<file path="config.mk">
export PLATFORM = sky130hd
export DESIGN_NAME = glb_cfg_reg_responder
export DESIGN_NICKNAME = d
export VERILOG_FILES = /design/src/rtl/glb_cfg_reg_responder.sv
export SDC_FILE = /design/constraint.sdc
export NUM_CORES = 1
export LEC_CHECK = 0
export CAP_MARGIN = 30
export CORE_ASPECT_RATIO = 1.5
export CORE_MARGIN = 1
export CORE_UTILIZATION = 55
export DETAILED_ROUTE_END_ITERATION = 12
export GPL_TIMING_DRIVEN = 1
export PLACE_DENSITY = 0.86
export SETUP_SLACK_MARGIN = 0.15
export SLEW_MARGIN = 0
export SYNTH_ARGS = -nofsm -noshare
export SYNTH_HDL_FRONTEND = slang
export SYNTH_SLANG_ARGS = --single-unit
</file>
<file path="constraint.sdc">
create_clock -name clk -period 3.5 [get_ports clk]
set_clock_uncertainty 0.15 [all_clocks]
set_input_delay 0.7 -clock clk [delete_from_list [all_inputs] [get_ports clk]]
set_output_delay 0.7 -clock clk [all_outputs]
set_load 0.05 [all_outputs]
</file>
<file path="src/rtl/glb_cfg_reg_responder.sv">
// GLB register-configuration responder: word-addressed register bank with a fixed-latency read pipeline.
// Define GLB_CFG_REG_ERR_EN to add an out-of-range access status register at index NUM_REGS.
module glb_cfg_reg_responder #(
    parameter int ADDR_WIDTH = 12,
    parameter int DATA_WIDTH = 32,
    parameter int NUM_REGS   = 16,
    parameter int RD_LATENCY = 2,
    parameter logic [DATA_WIDTH-1:0] RESET_VAL = '0
) (
    input  logic                  clk,
    input  logic                  reset,
    input  logic                  wr_en,
    input  logic                  wr_clk_en,
    input  logic [ADDR_WIDTH-1:0] wr_addr,
    input  logic [DATA_WIDTH-1:0] wr_data,
    input  logic                  rd_en,
    input  logic                  rd_clk_en,
    input  logic [ADDR_WIDTH-1:0] rd_addr,
    output logic [DATA_WIDTH-1:0] rd_data,
    output logic                  rd_data_valid
);

    localparam int IDX_W  = ADDR_WIDTH - 2;
    localparam int REG_IW = (NUM_REGS > 1) ? $clog2(NUM_REGS) : 1;
    localparam logic [IDX_W-1:0] LAST_IDX = IDX_W'(NUM_REGS);

    logic [IDX_W-1:0]      wrIdx;
    logic [IDX_W-1:0]      rdIdx;
    logic                  wrAccept;
    logic                  rdAccept;
    logic                  wrBankHit;
    logic                  rdBankHit;
    logic [DATA_WIDTH-1:0] rdWord;
    logic                  unusedAddrBits;

    logic [DATA_WIDTH-1:0] regs_q      [NUM_REGS];
    logic                  validPipe_q [RD_LATENCY+1];
    logic [DATA_WIDTH-1:0] dataPipe_q  [RD_LATENCY+1];

    assign wrIdx          = wr_addr[ADDR_WIDTH-1:2];
    assign rdIdx          = rd_addr[ADDR_WIDTH-1:2];
    assign wrAccept       = wr_en & wr_clk_en;
    assign rdAccept       = rd_en & rd_clk_en;
    assign wrBankHit      = wrIdx < LAST_IDX;
    assign rdBankHit      = rdIdx < LAST_IDX;
    assign unusedAddrBits = ^{wr_addr[1:0], rd_addr[1:0]};

`ifdef GLB_CFG_REG_ERR_EN
    logic [7:0]            errCnt_q;
    logic [7:0]            errCnt_d;
    logic                  errSticky_q;
    logic                  errSticky_d;
    logic                  wrStatHit;
    logic                  rdStatHit;
    logic                  wrMiss;
    logic                  rdMiss;
    logic [1:0]            missCount;
    logic [8:0]            cntSum;
    logic [DATA_WIDTH-1:0] statusWord;

    assign wrStatHit  = wrIdx == LAST_IDX;
    assign rdStatHit  = rdIdx == LAST_IDX;
    assign wrMiss     = wrAccept & (wrIdx > LAST_IDX);
    assign rdMiss     = rdAccept & (rdIdx > LAST_IDX);
    assign missCount  = {1'b0, wrMiss} + {1'b0, rdMiss};
    assign cntSum     = {1'b0, errCnt_q} + {7'b0, missCount};
    assign statusWord = DATA_WIDTH'({errSticky_q, errCnt_q});

    // A write to the status address clears it and wins over any same-cycle miss increment.
    always_comb begin
        errCnt_d    = errCnt_q;
        errSticky_d = errSticky_q;
        if (wrAccept && wrStatHit) begin
            errCnt_d    = '0;
            errSticky_d = 1'b0;
        end else if (missCount != 2'd0) begin
            errCnt_d    = cntSum[8] ? 8'hFF : cntSum[7:0];
            errSticky_d = 1'b1;
        end
    end

    always_ff @(posedge clk) begin
        if (reset) begin
            errCnt_q    <= '0;
            errSticky_q <= 1'b0;
        end else begin
            errCnt_q    <= errCnt_d;
            errSticky_q <= errSticky_d;
        end
    end
`endif

    always_comb begin
        rdWord = '0;
        if (rdBankHit) begin
            rdWord = regs_q[rdIdx[REG_IW-1:0]];
        end
`ifdef GLB_CFG_REG_ERR_EN
        if (rdStatHit) begin
            rdWord = statusWord;
        end
`endif
    end

    always_ff @(posedge clk) begin
        if (reset) begin
            for (int i = 0; i < NUM_REGS; i++) begin
                regs_q[i] <= RESET_VAL;
            end
        end else if (wrAccept && wrBankHit) begin
            regs_q[wrIdx[REG_IW-1:0]] <= wr_data;
        end
    end

    // Stage 0 captures the bank before this edge's write lands, giving read-before-write ordering.
    always_ff @(posedge clk) begin
        if (reset) begin
            for (int k = 0; k <= RD_LATENCY; k++) begin
                validPipe_q[k] <= 1'b0;
                dataPipe_q[k]  <= '0;
            end
        end else begin
            validPipe_q[0] <= rdAccept;
            dataPipe_q[0]  <= rdAccept ? rdWord : '0;
            for (int k = 1; k <= RD_LATENCY; k++) begin
                validPipe_q[k] <= validPipe_q[k-1];
                dataPipe_q[k]  <= dataPipe_q[k-1];
            end
        end
    end

    assign rd_data_valid = validPipe_q[RD_LATENCY];
    assign rd_data       = validPipe_q[RD_LATENCY] ? dataPipe_q[RD_LATENCY] : '0;

endmodule

</file>
==> results of run 1 <==
[through the flow]
| step | total power, uW | hold slack (ns) | util | setup TNS (ns) | std cells |
|---|---|---|---|---|---|
| after floorplan | 9044 | 0.2638 | - | -67.78 | 1714 |
| after global placement | 9410 | 0.2714 | 0.6011 | 0 | 2264 |
| after detailed placement | 9483 | 0.2704 | 0.6011 | 0 | 2264 |
| after CTS | 15180 | 0.2882 | 0.6386 | 0 | 2359 |
| after global routing | 15480 | 0.2990 | 0.6386 | 0 | 2359 |
| final | 15150 | 0.2852 | 0.6386 | 0 | 2359 |
[placed cells by master (no fill, tap or decap), types with 33 or more instances in the layout]
master | Yosys | layout
and2_1 | 33 | 33
buf_12 | 0 | 34
buf_4 | 2 | 42
clkbuf_16 | 0 | 56
clkdlybuf4s50_1 | 0 | 86
dfxtp_1 | 99 | 99
edfxtp_1 | 512 | 512
inv_1 | 32 | 33
mux2i_1 | 64 | 64
mux4_2 | 128 | 128
nor2b_1 | 68 | 68
nor3_1 | 512 | 512
[routing by layer]
| layer | up-vias | GRT usage | part of all wire |
|---|---|---|---|
| met4 | 0 | 0.1402 | 0.053 |
| met2 | 1230 | 0.4606 | 0.51 |
| met1 | 7718 | 0.3377 | 0.33 |
| met5 | - | 0 | 0 |
| li1 | 6627 | - | - |
| met3 | 255 | 0.04617 | 0.11 |
[state kept, by name (all words and copies together), names as in the netlist]
| signal | cells |
|---|---|
| validPipe_q | 3 |
| regs_q | 512 |
| dataPipe_q | 96 |
[kinds of logic (layout without fill, tap and decap cells)]
logic type,after synthesis,after routing,synth area share
multiplexers,192,192,0.1385
AO/OA/AOI/OAI,48,48,0.01259
flip-flops,611,611,0.6823
AND/OR/NAND/NOR,630,630,0.1299
buffers and inverters,233,290,0.03669
[final cells by class]
class / instances / area (sq um) / share of cell area
sequential: 611 / 17360 / 0.5955
multi-input combinational: 870 / 7353 / 0.2523
timing repair buffer: 163 / 1871 / 0.06418
clock buffer: 78 / 1567 / 0.05375
tap: 588 / 735.7 / 0.02524
clock inverter: 17 / 143.9 / 0.004937
inverter: 32 / 120.1 / 0.004121
[where the power goes]
part | internal, uW | total (uW) | leakage (uW) | switching, uW
sequential | 8160 | 8260 | 0.00566 | 99.2
clock | 3240 | 5790 | 0.000849 | 2550
combinational | 455 | 1110 | 0.00282 | 653
[path summary, 6_finish.rpt]
check / start / endpoint / slack, ns / cells past startpoint
max: validPipe_q[0][2] / rd_data[5] / 0.52 / 3
min: dataPipe_q[0][27] / dataPipe_q[0][59] / 0.29 / 1
max reg2reg: regs_q[11][18] / dataPipe_q[0][18] / 1.78 / 3
min reg2reg: dataPipe_q[0][27] / dataPipe_q[0][59] / 0.29 / 1
==> flow_metrics.py, run 1 <==
metrics = {
    "timing": {
        "report.final.hold_viol_count": 0,
        "rsz0062_at_grt": "no",
        "slew_violations": 0,
        "relSlewSlack": 0.5147,
        "setup_violations": 0,
        "worstMarginPinSlew_ns": 0.7279,
        "fmax_mhz": 335.4,
        "worst_slack_ns": 0.5181,
        "period_share": 0.8520,
        "fin_crit_ns": 2.982,
    },
    "die": {
        "die_w_microns": 177.6,
        "start_util": 0.5573,
        "die-area_sq_um": 47130,
        "rows": 96,
        "die_y_microns": 265.4,
        "core_area_sq_um": 45640,
        "num_io_pins": 95,
    },
    "pwr": {
        "power.leakage_uw": 0.009326,
        "ir_worst_vdd_mv": 0.4213,
        "power.density_nw_per_um2": 519.9,
    },
    "synthesis": {
        "synthCells": 1714,
        "synth_area_leader_cell": "edfxtp_1",
        "ys_ff_latch": 611,
        "yosys-top-cells-area": "edfxtp_1, mux4_2, nor3_1",
        "synthFlopType": "edfxtp_1",
        "syn_nets": 1776,
        "yosysSeqAreaShare": 0.6823,
        "async_reset_ff_frac": 0,
        "netlist_area_sq_um": 25440,
        "yosysUniqueCellTypes": 23,
        "syn_area_per_cell_sq_um": 14.84,
        "yosysWarnings": 0,
        "synthTopCellsByCount": "edfxtp_1, nor3_1, clkbuf_1, mux4_2, dfxtp_1",
        "synth_edf_count": 512,
        "synth_top_area_frac": 0.6044,
    },
    "flow_run": {
        "cap_violations": 0,
    },
    "placed_design": {
        "routabilityCongestion": 0.7799,
        "dp_slack_ns": 0.3098,
        "dp_hpwl_microns": 35370,
        "placed_area_sq_um": 27440,
        "numPortBuffers": 90,
    },
    "detailed_routing": {
        "first_pass_iters": 6,
        "via_per_inst": 6.710,
        "drt_iter0_markers": 1857,
        "drc_errors": 0,
        "detail_route.wl_per_cell_microns": 26.77,
        "wirelength_microns": 63150,
        "routed-via-count": 15830,
        "final_antenna_net_count": 0,
    },
    "worst_setup_path": {
        "worstPathCellList": "buf_4 > and2_1 > clkdlybuf4s50_1",
        "crit_fanout": 33,
        "cp_slowest_cell": "clkdlybuf4s50_1",
        "endpoint_kind": "primary output",
        "start_kind": "register",
        "cp_top_family": "buffers and inverters",
        "cp.arrival_ns": 2.13,
        "critPathKind": "register to primary output",
        "cp_num_buf_inv": 2,
        "critical_path.max_stage_delay_ns": 0.81,
        "cp.required_ns": 2.65,
    },
    "cts": {
        "post_cts_buffers": 0,
        "h-tree-depth": 2,
        "clk_path_buf_depth": 3,
        "cts_buffers": 52,
        "insertion_delay_ns": 0.59,
        "cts_resized": 0,
        "cts_tree": "built",
        "clkTransAtPathRegs_ns": 0.06,
        "hold_buffers": 0,
        "root_buffer": "clkbuf_16",
        "clkSinkCount": 611,
    },
    "global_route": {
        "grt_max_degree": 73,
        "antenna_found_initial": 1,
        "grt_usage": 0.2730,
        "grt-ovfl-total": 0,
        "grt_pass1_vias": 16160,
        "grt_pass1_wl_microns": 94990,
    },
    "cells_and_area": {
        "area_growth_pct": 14.58,
        "n_fill_cell": 3047,
        "n_antenna_cell": 0,
        "fin_nets": 1792,
        "drive_above_1_share": 0.1717,
        "fin_area_sq_um": 29150,
    },
    "run_status": {
        "run_status": "finished clean",
    },
    "min_path": {
        "hold_path.class": "register to register",
    },
}
No activity file was read; power rests on OpenSTA's default activity.
==> run 2: changes to the inputs <==
--- a/config.mk
+++ b/config.mk
@@ -11,6 +11,7 @@
 export CORE_UTILIZATION = 55
 export DETAILED_ROUTE_END_ITERATION = 12
 export GPL_TIMING_DRIVEN = 1
+export MAX_ROUTING_LAYER = met4
 export PLACE_DENSITY = 0.86
 export SETUP_SLACK_MARGIN = 0.15
 export SLEW_MARGIN = 0
==> run 2 against run 1 <==
Sequential share of layout area barely moved. Die area did not move. Cell area barely moved. Global-route usage rose by 0.87 points. Utilization barely moved. Via count rose by 0.28%.
==> flow_metrics.py, run 2 (synthesis results as in run 1) <==
metrics = {
    "run_status": {
        "run_status": "finished clean",
    },
    "cts": {
        "cts_tree": "built",
        "cts_buffers": 52,
        "root_buffer": "clkbuf_16",
        "clk_path_buf_depth": 3,
        "clkSinkCount": 611,
        "clkTransAtPathRegs_ns": 0.06,
        "cts_resized": 0,
        "h-tree-depth": 2,
        "hold_buffers": 0,
        "insertion_delay_ns": 0.59,
        "post_cts_buffers": 0,
    },
    "global_route": {
        "grt-ovfl-total": 0,
        "grt_pass1_vias": 16150,
        "grt_pass1_wl_microns": 95120,
        "antenna_found_initial": 2,
        "grt_max_degree": 73,
        "grt_usage": 0.2816,
    },
    "worst_setup_path": {
        "endpoint_kind": "primary output",
        "startpoint": "validPipe_q[0][2]",
        "reg2reg_from": "regs_q[11][18]",
        "cp.required_ns": 2.65,
        "critPathKind": "register to primary output",
        "critical_path.max_stage_delay_ns": 0.80,
        "crit_fanout": 33,
        "cp.arrival_ns": 2.12,
        "reg2regPathDepth": 3,
        "worstPathCellList": "buf_4 > and2_1 > clkdlybuf4s50_1",
        "cp_slowest_cell": "clkdlybuf4s50_1",
        "start_kind": "register",
    },
    "cells_and_area": {
        "n_fill_cell": 3047,
        "largest-register": "regs_q",
        "area_growth_pct": 14.60,
        "layout_common_cells": "nor3_1, edfxtp_1, mux4_2, dfxtp_1, clkdlybuf4s50_1",
        "fin_nets": 1792,
        "largest_register_ffs": 512,
        "layout.area.seq_sq_um": 17360,
        "multi_input_comb_area_sq_um": 7353,
        "top_regs": "regs_q x512, dataPipe_q x96, validPipe_q x3",
        "drive_above_1_share": 0.1717,
    },
    "timing": {
        "relSlewSlack": 0.5121,
        "slew_violations": 0,
        "fmax_mhz": 336.9,
        "rsz0062_at_grt": "no",
        "report.final.hold_viol_count": 0,
        "period_share": 0.8481,
        "setup_violations": 0,
        "worstMarginPinSlew_ns": 0.7319,
        "fin_crit_ns": 2.968,
        "fin_setup_tns_ns": 0,
    },
    "placed_design": {
        "routabilityCongestion": 0.7905,
        "dp_hpwl_microns": 35370,
        "numPortBuffers": 90,
    },
    "detailed_routing": {
        "first_pass_iters": 7,
        "final_antenna_net_count": 0,
        "via_per_inst": 6.723,
        "detail_route.wl_per_cell_microns": 26.73,
        "wirelength_microns": 63110,
        "routed-via-count": 15870,
        "drc_errors": 0,
        "drt_iter0_markers": 2100,
    },
    "pwr": {
        "power.leakage_uw": 0.009326,
        "ir_worst_vdd_mv": 0.4204,
        "finalPower_uw": 15150,
        "power.density_nw_per_um2": 519.9,
    },
    "min_path": {
        "hold_depth": 1,
        "hold_path.class": "register to register",
        "holdCritStartpoint": "dataPipe_q[0][27]",
    },
    "die": {
        "start_util": 0.5573,
        "die_y_microns": 265.4,
        "die_w_microns": 177.6,
        "die-area_sq_um": 47130,
        "rows": 96,
        "num_io_pins": 95,
        "core_area_sq_um": 45640,
    },
    "flow_run": {
        "cap_violations": 0,
    },
}
[run 2: cell types whose count changed in the layout (fill, tap and decap cells not counted)]
cell / change
diode_2: +2
[run 2: worst paths after layout]
kind | end | slack [ns]
hold / removal | dataPipe_q[0][59] | 0.29
hold reg to reg | dataPipe_q[0][59] | 0.29
setup reg to reg | dataPipe_q[0][18] | 1.80
setup / recovery | rd_data[5] | 0.53
[run 2: report_power, final]
part	total [uW]	switching, uW	leakage (uW)	internal (uW)
logic	1110	654	0.00282	456
clock network	5790	2550	0.000849	3240
registers	8260	99.4	0.00566	8160
[run 2: critical path: cells and delay by family (launching register included)]
kind / cells / cell delay [ns]
buf+inv: 2 / 1.05
flops: 1 / 0.31
simple gates: 1 / 0.18
[run 2: layout make-up]
type / instances / area share
well taps: 588 / 0.02524
repair buffers: 163 / 0.06417
clock inverters: 17 / 0.004936
diodes: 2 / 0.0001717
clock buffers: 78 / 0.05374
flip-flops and latches: 611 / 0.5954
inverters: 32 / 0.004120
multi-input cells: 870 / 0.2522
[run 2: per-layer routing]
metal	GRT usage	vias up	routed length (microns)
li1	-	6626	-
met1	0.3368	7735	21110
met2	0.4632	1259	32000
met3	0.04817	254	6817
met4	0.1358	0	3176
met5	-	-	0
[run 2: stage by stage]
step / std cells / area [sq um] / utilization / setup slack, ns / hold WS [ns]
2_1_floorplan: 1714 / 25470 / - / -0.3092 / 0.2638
3_3_place_gp: 2264 / 27440 / 0.6011 / 0.3186 / 0.2714
3_5_place_dp: 2264 / 27440 / 0.6011 / 0.3098 / 0.2704
4_1_cts: 2359 / 29150 / 0.6386 / 0.4523 / 0.2882
5_1_grt: 2361 / 29150 / 0.6387 / 0.3943 / 0.2990
6_report: 2361 / 29150 / 0.6387 / 0.5318 / 0.2852
==> run 3: changes to the inputs <==
--- a/config.mk
+++ b/config.mk
@@ -8,11 +8,11 @@
 export CAP_MARGIN = 30
 export CORE_ASPECT_RATIO = 1.5
 export CORE_MARGIN = 1
-export CORE_UTILIZATION = 55
+export CORE_UTILIZATION = 61
 export DETAILED_ROUTE_END_ITERATION = 12
 export GPL_TIMING_DRIVEN = 1
 export MAX_ROUTING_LAYER = met4
-export PLACE_DENSITY = 0.86
+export PLACE_DENSITY = 0.9
 export SETUP_SLACK_MARGIN = 0.15
 export SLEW_MARGIN = 0
 export SYNTH_ARGS = -nofsm -noshare
==> constraint.sdc (replaced) <==
create_clock -name clk -period 2.8 [get_ports clk]
set_clock_uncertainty 0.15 [all_clocks]
set_input_delay 0.56 -clock clk [delete_from_list [all_inputs] [get_ports clk]]
set_output_delay 0.56 -clock clk [all_outputs]
set_load 0.05 [all_outputs]
==> run 3 against run 2 <==
Highest routed layer unchanged. First-iteration DRC count rose by 20%. Critical path depth rose by 4. Worst hold slack got worse by 0.20 ns. Register-to-register slack got worse by 0.71 ns. Non-clock buffer count rose by 17. Global-route usage rose by 3.9 points. Utilization rose by 7.7 points. Wire length rose by 3.4%. Critical path type is now primary input to register. Final cell count fell by 0.51%. Largest cell class unchanged. Worst setup slack got worse by 0.15 ns. Clock power rose by 36%.
==> flow_metrics.py, run 3 (synthesis results as in run 1) <==
metrics = {
    "global_route": {
        "grt_pass1_wl_microns": 98000,
        "grt-ovfl-total": 0,
        "grt_usage": 0.3211,
        "grt_pass1_vias": 16450,
        "antenna_found_initial": 0,
        "grt_max_degree": 81,
    },
    "cts": {
        "clkTransAtPathRegs_ns": 0.07,
        "cts_buffers": 52,
        "hold_buffers": 0,
        "clkSinkCount": 611,
        "cts_resized": 0,
        "cts_tree": "built",
        "root_buffer": "clkbuf_16",
        "post_cts_buffers": 0,
        "insertion_delay_ns": 0.60,
        "h-tree-depth": 2,
        "clk_path_buf_depth": 3,
    },
    "timing": {
        "fin_crit_ns": 2.416,
        "slew_violations": 0,
        "period_share": 0.8629,
        "fin_setup_tns_ns": 0,
        "rsz0062_at_grt": "no",
        "worstMarginPinSlew_ns": 0.7876,
        "report.final.hold_viol_count": 0,
        "setup_violations": 0,
        "fmax_mhz": 413.9,
        "relSlewSlack": 0.4749,
    },
    "worst_setup_path": {
        "endpoint_kind": "register",
        "crit_fanout": 30,
        "cp.required_ns": 3.05,
        "critPathKind": "primary input to register",
        "cp.arrival_ns": 2.67,
        "start_kind": "primary input",
        "rrSetupSlack_ns": 1.09,
    },
    "pwr": {
        "ir_worst_vdd_mv": 0.5564,
        "p_int_uw": 15350,
        "power.switching_uw": 4275,
        "combPwrFrac": 0.073,
        "power.leakage_uw": 0.009559,
        "power.density_nw_per_um2": 667.3,
        "switching_share": 0.2178,
        "seqPwrFrac": 0.527,
        "power.share.clock": 0.400,
    },
    "cells_and_area": {
        "fin_nets": 1809,
        "largest-register": "regs_q",
        "layout_common_cells": "nor3_1, edfxtp_1, mux4_2, dfxtp_1, buf_4",
        "n_antenna_cell": 0,
        "largest_register_ffs": 512,
        "top_regs": "regs_q x512, dataPipe_q x96, validPipe_q x3",
        "n_fill_cell": 2354,
        "fin_area_sq_um": 29420,
        "drive_above_1_share": 0.1993,
        "area_growth_pct": 15.65,
    },
    "min_path": {
        "hold_path.class": "primary input to register",
    },
    "placed_design": {
        "placed_area_sq_um": 27570,
        "dp_hpwl_microns": 37150,
        "numPortBuffers": 90,
        "routabilityCongestion": 0.7914,
    },
    "detailed_routing": {
        "first_pass_iters": 5,
        "wirelength_microns": 65240,
        "drt_iter0_markers": 2523,
        "detail_route.wl_per_cell_microns": 27.77,
        "via_per_inst": 6.960,
        "final_antenna_net_count": 0,
        "drc_errors": 0,
        "routed-via-count": 16350,
    },
    "flow_run": {
        "cap_violations": 0,
    },
    "die": {
        "start_util": 0.6189,
        "num_io_pins": 95,
        "core_area_sq_um": 41100,
        "rows": 91,
        "die_w_microns": 168.7,
        "die-area_sq_um": 42540,
        "die_y_microns": 252.1,
    },
    "run_status": {
        "run_status": "finished clean",
    },
}
[run 3: per-layer routing]
metal  GRT usage  vias to the layer above  part of all wire
met5           -                        -                 0
met4      0.1753                        0             0.055
met3     0.04995                      304              0.11
met2      0.5183                     1518              0.51
met1      0.3914                     7870              0.32
li1            -                     6658                 -
[run 3: path summary, 6_finish.rpt]
path | cells after the start | start | end
max | 7 | wr_addr[9] | regs_q[12][29]
min | 2 | reset | dataPipe_q[0][50]
max reg2reg | 3 | regs_q[15][12] | dataPipe_q[0][12]
min reg2reg | 1 | dataPipe_q[0][43] | dataPipe_q[0][75]
[run 3: stage by stage]
| stage | utilization | worst slack [ns] | std cells | total power, uW | hold slack [ns] |
|---|---|---|---|---|---|
| global placement | 0.6706 | 0.04389 | 2251 | 11780 | 0.2738 |
| CTS | 0.7157 | 0.2012 | 2349 | 19610 | 0.05779 |
| detailed placement | 0.6706 | -0.08188 | 2251 | 11890 | 0.2704 |
| floorplan | - | -0.1192 | 1714 | 11310 | 0.2638 |
| finish | 0.7157 | 0.3839 | 2349 | 19630 | 0.08356 |
| global route | 0.7157 | 0.3271 | 2349 | 20000 | 0.1046 |
[run 3: layout make-up]
| class | instances | area (sq um) | area share |
|---|---|---|---|
| clock buffer | 71 | 1445 | 0.04912 |
| clock inverter | 27 | 407.9 | 0.01386 |
| inverter | 32 | 120.1 | 0.004083 |
| multi-input combinational | 870 | 7362 | 0.2502 |
| sequential | 611 | 17360 | 0.5900 |
| tap | 558 | 698.2 | 0.02373 |
| timing repair buffer | 180 | 2028 | 0.06894 |
[run 3: power by group through the flow]
stage                     registers [uW]  clock network, uW  logic [uW]
after detailed placement           10500                  0        1380
final                              10300               7860        1440
after CTS                          10300               7870        1410
after global placement             10400                  0        1330
after floorplan                    10400                  0         865
after global routing               10400               8170        1480
[run 3: critical path, stage by stage]
cell and delay [ns]:
clkdlybuf4s50_1 0.44, nor4_4 0.35, nand4_1 0.23, buf_12 0.22
buf_4 0.23, buf_4 0.28, nor3_1 0.33
